--- config.mk ---
export PLATFORM = sky130hd
export DESIGN_NAME = cmd_sequencer
export DESIGN_NICKNAME = d
export VERILOG_FILES = /design/src/rtl/cmd_sequencer.sv
export SDC_FILE = /design/constraint.sdc
export NUM_CORES = 1
export LEC_CHECK = 0
export ABC_AREA = 1
export CORE_ASPECT_RATIO = 0.75
export CORE_MARGIN = 5
export CORE_UTILIZATION = 44
export CTS_CLUSTER_SIZE = 12
export DETAILED_ROUTE_END_ITERATION = 6
export GPL_TIMING_DRIVEN = 0
export PLACE_DENSITY = 0.76
export SKIP_CTS_REPAIR_TIMING = 1
export SKIP_LAST_GASP = 1
export SLEW_MARGIN = 20
export SYNTH_ARGS = -nofsm -noshare
export SYNTH_HDL_FRONTEND = slang
export SYNTH_SLANG_ARGS = --single-unit
--- constraint.sdc ---
create_clock -name clock -period 7.65 [get_ports clock]
set_input_delay 1.9125 -clock clock [delete_from_list [all_inputs] [get_ports clock]]
set_output_delay 1.9125 -clock clock [all_outputs]
set_load 0.02 [all_outputs]
--- src/rtl/cmd_sequencer.sv ---
// Command sequencer: round-robin arbitration between two requesters, then
// byte-serial frame output paced by ticker rising edges (load/gap phases).
module cmd_sequencer #(
    parameter int LOAD_TICKS = 80,
    parameter int GAP_TICKS  = 80
) (
    input  logic        clock,
    input  logic        reset_n,
    input  logic        ticker,
    input  logic        req0_valid,
    output logic        req0_ready,
    input  logic [7:0]  req0_op,
    input  logic [31:0] req0_a,
    input  logic [31:0] req0_b,
    input  logic [31:0] req0_c,
    input  logic        req1_valid,
    output logic        req1_ready,
    input  logic [7:0]  req1_op,
    input  logic [31:0] req1_a,
    input  logic [31:0] req1_b,
    input  logic [31:0] req1_c,
    output logic [7:0]  bus_value,
    output logic        read_enable,
    output logic        busy,
    output logic        grant_id,
    output logic        frame_done,
    output logic        frame_err,
    output logic [1:0]  o_state
);
    // Handshake: a frame transfers on the rising clock edge where reqN_valid and
    // reqN_ready are both 1; ready is raised only in IDLE, only for the winner.
    localparam int MAX_TICKS = (LOAD_TICKS > GAP_TICKS) ? LOAD_TICKS : GAP_TICKS;
    localparam int TW = $clog2(MAX_TICKS + 1);
    localparam logic [TW-1:0] LOAD_LAST = TW'(LOAD_TICKS - 1);
    localparam logic [TW-1:0] GAP_LAST  = TW'(GAP_TICKS - 1);

    typedef enum logic [1:0] {
        IDLE = 2'd0,
        LOAD = 2'd1,
        GAP  = 2'd2,
        DONE = 2'd3
    } state_t;

    state_t        r_state;
    state_t        w_next;
    logic          r_ticker_d;
    logic          r_entry;
    logic          r_prio;
    logic          r_err;
    logic          r_grant;
    logic [TW-1:0] r_tick_cnt;
    logic [3:0]    r_byte_idx;
    logic [3:0]    r_len_m1;
    logic [111:0]  r_frame;

    logic          w_edge;
    logic          w_sel0;
    logic          w_sel1;
    logic          w_accept;
    logic          w_legal;
    logic          w_tick_done;
    logic [7:0]    w_op;
    logic [31:0]   w_a;
    logic [31:0]   w_b;
    logic [31:0]   w_c;
    logic [111:0]  w_frame;
    logic [3:0]    w_len_m1;

    assign w_edge = ticker & ~r_ticker_d;

    // r_prio = 1 means req1 holds priority (req0 was served last).
    assign w_sel1 = req1_valid & (~req0_valid | r_prio);
    assign w_sel0 = req0_valid & ~w_sel1;

    assign req0_ready = reset_n & (r_state == IDLE) & w_sel0;
    assign req1_ready = reset_n & (r_state == IDLE) & w_sel1;
    assign w_accept   = req0_ready | req1_ready;

    assign w_op = w_sel1 ? req1_op : req0_op;
    assign w_a  = w_sel1 ? req1_a  : req0_a;
    assign w_b  = w_sel1 ? req1_b  : req0_b;
    assign w_c  = w_sel1 ? req1_c  : req0_c;

    // Frames are left-aligned in 14 bytes; unused tail bytes stay zero.
    always_comb begin
        w_legal  = 1'b1;
        w_len_m1 = 4'd0;
        w_frame  = '0;
        case (w_op)
            8'd0: begin
                w_frame  = {w_op, w_a, w_b, 8'h00, 32'h0};
                w_len_m1 = 4'd9;
            end
            8'd2: begin
                w_frame  = {w_op, w_a, w_b, w_c, 8'h00};
                w_len_m1 = 4'd13;
            end
            8'd3: begin
                w_frame  = {w_op, w_a, 8'h00, 64'h0};
                w_len_m1 = 4'd5;
            end
            default: w_legal = 1'b0;
        endcase
    end

    // Edges seen on the first cycle of a phase are ignored via r_entry.
    assign w_tick_done = ~r_entry & w_edge &
                         (r_tick_cnt == ((r_state == LOAD) ? LOAD_LAST : GAP_LAST));

    always_comb begin
        w_next = r_state;
        case (r_state)
            IDLE: if (w_accept && w_legal) w_next = LOAD;
            LOAD: if (w_tick_done) w_next = GAP;
            GAP: begin
                if (w_tick_done) begin
                    w_next = (r_byte_idx == r_len_m1) ? DONE : LOAD;
                end
            end
            DONE: w_next = IDLE;
            default: w_next = IDLE;
        endcase
    end

    assign read_enable = (r_state != LOAD);
    assign bus_value   = ((r_state == LOAD) || (r_state == GAP)) ? r_frame[111:104] : 8'h00;
    assign busy        = (r_state != IDLE);
    assign frame_done  = (r_state == DONE);
    assign frame_err   = r_err;
    assign grant_id    = r_grant;
    assign o_state     = r_state;

    always_ff @(posedge clock or negedge reset_n) begin
        if (!reset_n) begin
            r_state    <= IDLE;
            r_ticker_d <= 1'b0;
            r_entry    <= 1'b0;
            r_tick_cnt <= '0;
        end else begin
            r_state    <= w_next;
            r_ticker_d <= ticker;
            r_entry    <= (w_next != r_state) && ((w_next == LOAD) || (w_next == GAP));
            if (w_next != r_state) begin
                r_tick_cnt <= '0;
            end else if (((r_state == LOAD) || (r_state == GAP)) && !r_entry && w_edge) begin
                r_tick_cnt <= r_tick_cnt + 1'b1;
            end
        end
    end

    // The pointer moves away from whichever requester was just served,
    // including requesters whose frame is dropped as illegal.
    always_ff @(posedge clock or negedge reset_n) begin
        if (!reset_n) begin
            r_frame    <= '0;
            r_len_m1   <= 4'd0;
            r_byte_idx <= 4'd0;
            r_grant    <= 1'b0;
            r_prio     <= 1'b0;
            r_err      <= 1'b0;
        end else begin
            r_err <= w_accept & ~w_legal;
            if (w_accept) begin
                r_grant <= w_sel1;
                r_prio  <= ~w_sel1;
                if (w_legal) begin
                    r_frame    <= w_frame;
                    r_len_m1   <= w_len_m1;
                    r_byte_idx <= 4'd0;
                end
            end else if ((r_state == GAP) && (w_next == LOAD)) begin
                r_frame <= {r_frame[103:0], 8'h00};
                if (r_byte_idx != r_len_m1) begin
                    r_byte_idx <= r_byte_idx + 4'd1;
                end
            end
        end
    end

endmodule

==> results.toml, run 1 <==
[logic_synthesis]
syn_nets = 1139
synthDistinctLibCells = 34
syn_inst = 918
synth_area_leaders = "dfrtp_1, nand2_1, mux2i_1"
synth_edf_count = 0
postSynthAreaPerCell_sq_um = 7.72
synth.top_cell.area_share = 0.441
synth.yosys.seq_area_share = 0.441
synthArstFlopShare = 1.00
post-synth-top-count-cell = "nand2_1"
synth_top_area_cell = "dfrtp_1"
ys.flop_type = "dfrtp_1"
ys_ff_latch = 125
ys_top_cells_by_count = "nand2_1, dfrtp_1, nand3_1"
syn_area_sq_um = 7090
yosysWarnings = 0

[clock_network]
clk_latency_ns = 0.42
root_buffer = "clkbuf_16"
cts.sinks = 125
cts_inserted_buffers = 17
htreeDepth = 4
clockBufferDepth = 2
path_clk_slew_ns = 0.05
tritoncts = "built"

[status]
status = "finished clean"

[placed_design]
place_inst = 1358
place_area_sq_um = 9680
dp_slack_ns = 1.56
gp_congestion = 0.850
dp_hpwl_mm = 17.8
io_buffers = 229

[routing]
drc = 0
viasPerCell = 5.20
wl_mm = 23.6
wl_per_cell_um = 16.9
drt-initial-drc-count = 597
vias = 7227
drt_first_pass_iters = 6
ant_nets = 0

[grt]
grt_max_degree = 66
grt_pass1_wl_mm = 36.4
antenna_found_initial = 1
grt_overflow = 0
track_usage = 0.247
grt_pass1_vias = 7027

[floorplan]
die_x_um = 157
row_count = 40
core_area_sq_um = 15900
io_pins = 230
die-area_sq_um = 18800
start_util = 0.445
dieHeight_um = 120

[worst_setup_path]
cp_max_fo = 10
reg2reg_from = "o_state[0]"
crit_required_ns = 5.74
crit_chain = "clkdlybuf4s50_1 > a21oi_4 > buf_6 > buf_2 > buf_2 > nor2_1 > clkdlybuf4s50_1"
max_stage_delay_ns = 0.55
r2r_slack_ns = 4.46
cp-end-kind = "output port"
criticalPathCategory = "input pin to output port"
slowest_stage = "clkdlybuf4s50_1"
arrival_ns = 4.17
crit-reg2reg-capture = "r_frame[15]"
start_kind = "input pin"
rr_worst_depth = 15

[timing]
tns_ns = 0
finalHoldViolCount = 0
slew_violations = 0
rsz0062_at_grt = "no"
relSlewSlack = 0.475
min_period_ns = 6.08
finClkSkew_ns = 0.00786
max_freq_mhz = 164
setup_ws_ns = 1.57
tightest_slew_ns = 0.788
setup_viol = 0
period_share = 0.795

[min_path]
holdCritPathClass = "flip-flop to flip-flop"
hp-start = "r_frame[70]"
whs_endpoint = "r_frame[70]"
whs_path_depth = 2

[cells_and_area]
nFillCells = 1365
fin_cells = 1390
synthToLayoutAreaGrowth_pct = 45.1
final_area_sq_um = 10300
multiInputGateArea_sq_um = 3470
register_area_sq_um = 3130
drive_above_1_share = 0.0932
n_antenna_cell = 0
nNetsFinal = 1388

[power]
p_leak_nw = 4.82
peakVddDrop_mv = 0.142
power_w = 0.00244
power.density_nw_per_um2 = 237

[job]
drv_cap = 0
-- sequential cells by signal, summed over array words and instances (netlist names) --
| register | count |
|---|---|
| grant_id | 1 |
| frame_err | 1 |
| r_entry | 1 |
| r_len_m1 | 3 |
| r_byte_idx | 4 |
| o_state | 2 |
| r_frame | 104 |
| r_ticker_d | 1 |
| r_tick_cnt | 7 |
| r_prio | 1 |
-- worst max-delay path, delay by kind of cell --
kind	cells	cell delay, ns
compound gates	1	0.24
buf+inv	5	1.91
simple gates	1	0.10
-- kinds of logic (layout without fill, tap and decap cells) --
| family | Yosys count | count (layout) | share of synthesized area |
|---|---|---|---|
| adder cells (fa/ha/maj) | 8 | 8 | 0.0141 |
| XOR/XNOR | 7 | 7 | 0.00865 |
| AND/OR/NAND/NOR | 497 | 497 | 0.299 |
| flip-flops | 125 | 125 | 0.441 |
| buffers and inverters | 113 | 375 | 0.0692 |
| multiplexers | 39 | 39 | 0.0551 |
| AO/OA/AOI/OAI | 129 | 129 | 0.113 |
-- final cells by class --
type	count	share of cell area
clock inverter	12	0.0139
multi-input combinational	680	0.337
buffer	57	0.0273
inverter	56	0.0204
timing repair buffer	230	0.226
clock buffer	20	0.0454
tap	210	0.0255
sequential	125	0.304
-- per-layer routing --
layer | track usage | share of wire | routed length [um]
met1 | 0.336 | 0.42 | 9940
met2 | 0.386 | 0.45 | 10700
met3 | 0.0689 | 0.11 | 2530
met4 | 0.0721 | 0.018 | 423
met5 | 0 | 0 | 0
-- report_power, final --
part | switching (W) | internal, W
sequential | 0.0000899 | 0.000803
combinational | 0.000400 | 0.000324
clock | 0.000288 | 0.000534
total | 0.000778 | 0.00166
-- metrics by stage --
step | util | hold WS, ns
after floorplan | - | 0.442
after global placement | 0.606 | 0.460
after detailed placement | 0.608 | 0.466
after CTS | 0.646 | 0.481
after global routing | 0.646 | 0.495
final | 0.646 | 0.479
-- how the worst max path moves through the flow --
stage / startpoint / slack, ns / to / cells after the start
after floorplan: req1_valid / 2.85 / req0_ready / 6
after global placement: reset_n / -2.90 / req0_ready / 4
after detailed placement: req0_valid / 1.56 / req0_ready / 7
after CTS: req0_valid / 1.55 / req0_ready / 7
after global routing: req0_valid / 1.46 / req0_ready / 7
final: req0_valid / 1.57 / req0_ready / 7
-- cell usage in the layout, fill, tap and decap left out, types with 2 or more instances in the layout --
| master | Yosys | layout |
|---|---|---|
| a21oi_1 | 2 | 2 |
| a31oi_1 | 25 | 25 |
| buf_1 | 4 | 4 |
| buf_2 | 23 | 23 |
| buf_4 | 4 | 4 |
| buf_6 | 3 | 3 |
| bufinv_16 | 0 | 3 |
| clkbuf_1 | 23 | 23 |
| clkbuf_16 | 0 | 17 |
| clkbuf_8 | 0 | 3 |
| clkdlybuf4s50_1 | 0 | 228 |
| clkinv_2 | 0 | 6 |
| clkinvlp_4 | 0 | 3 |
| dfrtp_1 | 125 | 125 |
| ha_1 | 8 | 8 |
| inv_1 | 53 | 53 |
| inv_2 | 2 | 2 |
| mux2i_1 | 39 | 39 |
| nand2_1 | 322 | 322 |
| nand2_2 | 2 | 2 |
| nand3_1 | 72 | 72 |
| nand3_2 | 2 | 2 |
| nand3_4 | 2 | 2 |
| nand3b_1 | 3 | 3 |
| nand4_1 | 4 | 4 |
| nor2_1 | 53 | 53 |
| o211ai_1 | 36 | 36 |
| o21ai_0 | 44 | 44 |
| o21ai_1 | 9 | 9 |
| o22ai_1 | 8 | 8 |
| o31ai_1 | 2 | 2 |
| or2_2 | 35 | 35 |
| xor2_1 | 6 | 6 |
Note: power is estimated with default switching activity, not from simulation.
==> run 2: changes to the inputs <==
Settings changed: CORE_UTILIZATION 44 to 42.
Clock period 7.65 ns to 5.4 ns, I/O delays scaled along.
==> results.toml, run 2 (synthesized netlist as in run 1, its figures left out) <==
[power]
switchingPower_w = 0.00112
peakVddDrop_mv = 0.171
p_sw_frac = 0.312
p_int_w = 0.00246
clkPwrFrac = 0.363
p_leak_nw = 4.84
seqPwrFrac = 0.352
power.density_nw_per_um2 = 345
power_w = 0.00358
comb_power_share = 0.285

[routing]
wl_per_cell_um = 16.9
wl_met1_mm = 10.5
route.met3.wl_mm = 2.05
drt_first_pass_iters = 5
vias = 7160
ant_nets = 0
drt-initial-drc-count = 562
wl_met2_mm = 10.6
routed.top_layer = "met4"
wl_mm = 23.5
drc = 0
viasPerCell = 5.13

[clock_network]
tritoncts = "built"
root_buffer = "clkbuf_16"
clockBufferDepth = 2
clk_latency_ns = 0.42
cts.sinks = 125
cts_inserted_buffers = 17
htreeDepth = 4
path_clk_slew_ns = 0.05

[worst_setup_path]
rr_worst_depth = 15
arrival_ns = 3.58
crit_required_ns = 4.05
start_kind = "input pin"
cp-end-kind = "output port"
crit-reg2reg-capture = "r_frame[75]"
criticalPathCategory = "input pin to output port"
max_stage_delay_ns = 0.55
r2r_slack_ns = 2.18
crit_chain = "clkdlybuf4s50_1 > a21oi_4 > buf_6 > buf_2 > buf_2 > nor2_1 > clkdlybuf4s50_1"
slowest_stage = "clkdlybuf4s50_1"
reg2reg_from = "o_state[0]"
cp_max_fo = 10

[timing]
slew_violations = 0
min_period_ns = 4.93
max_freq_mhz = 203
hold-worst-slack_ns = 0.475
relSlewSlack = 0.413
tightest_slew_ns = 0.880
setup_ws_ns = 0.472
period_share = 0.913
finalHoldViolCount = 0
rsz0062_at_grt = "no"
finClkSkew_ns = 0.00627
setup_viol = 0

[grt]
grt_pass1_wl_mm = 37.3
antenna_found_initial = 0
grt_overflow = 0
track_usage = 0.242
grt_max_degree = 70
grt_pass1_vias = 7300

[cells_and_area]
drive_above_1_share = 0.0932
regMostFlops = "r_frame"
reg_top3 = "r_frame (104), r_tick_cnt (7), r_byte_idx (4)"
n_antenna_cell = 0
largest_reg_flops = 104
nNetsFinal = 1388
layout_common_cells = "nand2_1, clkdlybuf4s50_1, dfrtp_1, nand3_1"
layout_commonest_cell = "nand2_1"
synthToLayoutAreaGrowth_pct = 46.0

[floorplan]
io_pins = 230
core_area_sq_um = 16700
start_util = 0.425
die_x_um = 160
dieHeight_um = 123
row_count = 41
die-area_sq_um = 19600

[min_path]
holdCritPathClass = "flip-flop to flip-flop"
hp-start = "r_frame[104]"
whs_path_depth = 2
whs_endpoint = "r_frame[104]"

[job]
drv_cap = 0

[placed_design]
io_buffers = 229
gp_congestion = 0.855
dp_slack_ns = 0.449
dp_hpwl_mm = 18.2

[status]
status = "finished clean"
-- run 2: per-layer routing --
metal / up-vias / global-route usage
li1: 3512 / -
met1: 3355 / 0.317
met2: 259 / 0.390
met3: 34 / 0.0785
met4: 0 / 0.0688
met5: - / 0
-- run 2: worst max-delay path, delay by kind of cell --
kind | cells | cell delay, ns
buffers and inverters | 5 | 1.89
AO/OA/AOI/OAI | 1 | 0.24
AND/OR/NAND/NOR | 1 | 0.09
-- run 2: through the flow --
step	area [sq um]	setup TNS [ns]	instances	utilization
CTS	10400	0	1395	0.621
global route	10400	0	1395	0.621
global placement	9650	-734.95	1362	0.579
finish	10400	0	1395	0.621
detailed placement	9680	0	1363	0.581
floorplan	7090	0	918	-
-- run 2: cell type report --
cell class	instances	area, sq um
fill	1505	6320
multi-input combinational	680	3470
sequential	125	3130
timing repair buffer	230	2320
clock buffer	17	425
buffer	57	280
tap	215	269
clock inverter	15	244
inverter	56	210
-- run 2: worst max path at each step --
| stage | start | to | slack (ns) | cells past startpoint |
|---|---|---|---|---|
| floorplan | req1_valid | req0_ready | 1.72 | 6 |
| global placement | reset_n | req0_ready | -4.03 | 4 |
| detailed placement | req0_valid | req0_ready | 0.45 | 7 |
| CTS | req0_valid | req0_ready | 0.45 | 7 |
| global route | req0_valid | req0_ready | 0.35 | 7 |
| finish | req0_valid | req0_ready | 0.47 | 7 |
-- run 2: power groups by stage --
stage / Combinational (W) / Sequential [W] / Clock (W)
2_1_floorplan: 0.000606 / 0.00124 / 0
3_3_place_gp: 0.000992 / 0.00126 / 0
3_5_place_dp: 0.00102 / 0.00127 / 0
4_1_cts: 0.00102 / 0.00126 / 0.00131
5_1_grt: 0.00114 / 0.00128 / 0.00135
6_report: 0.00102 / 0.00126 / 0.00130
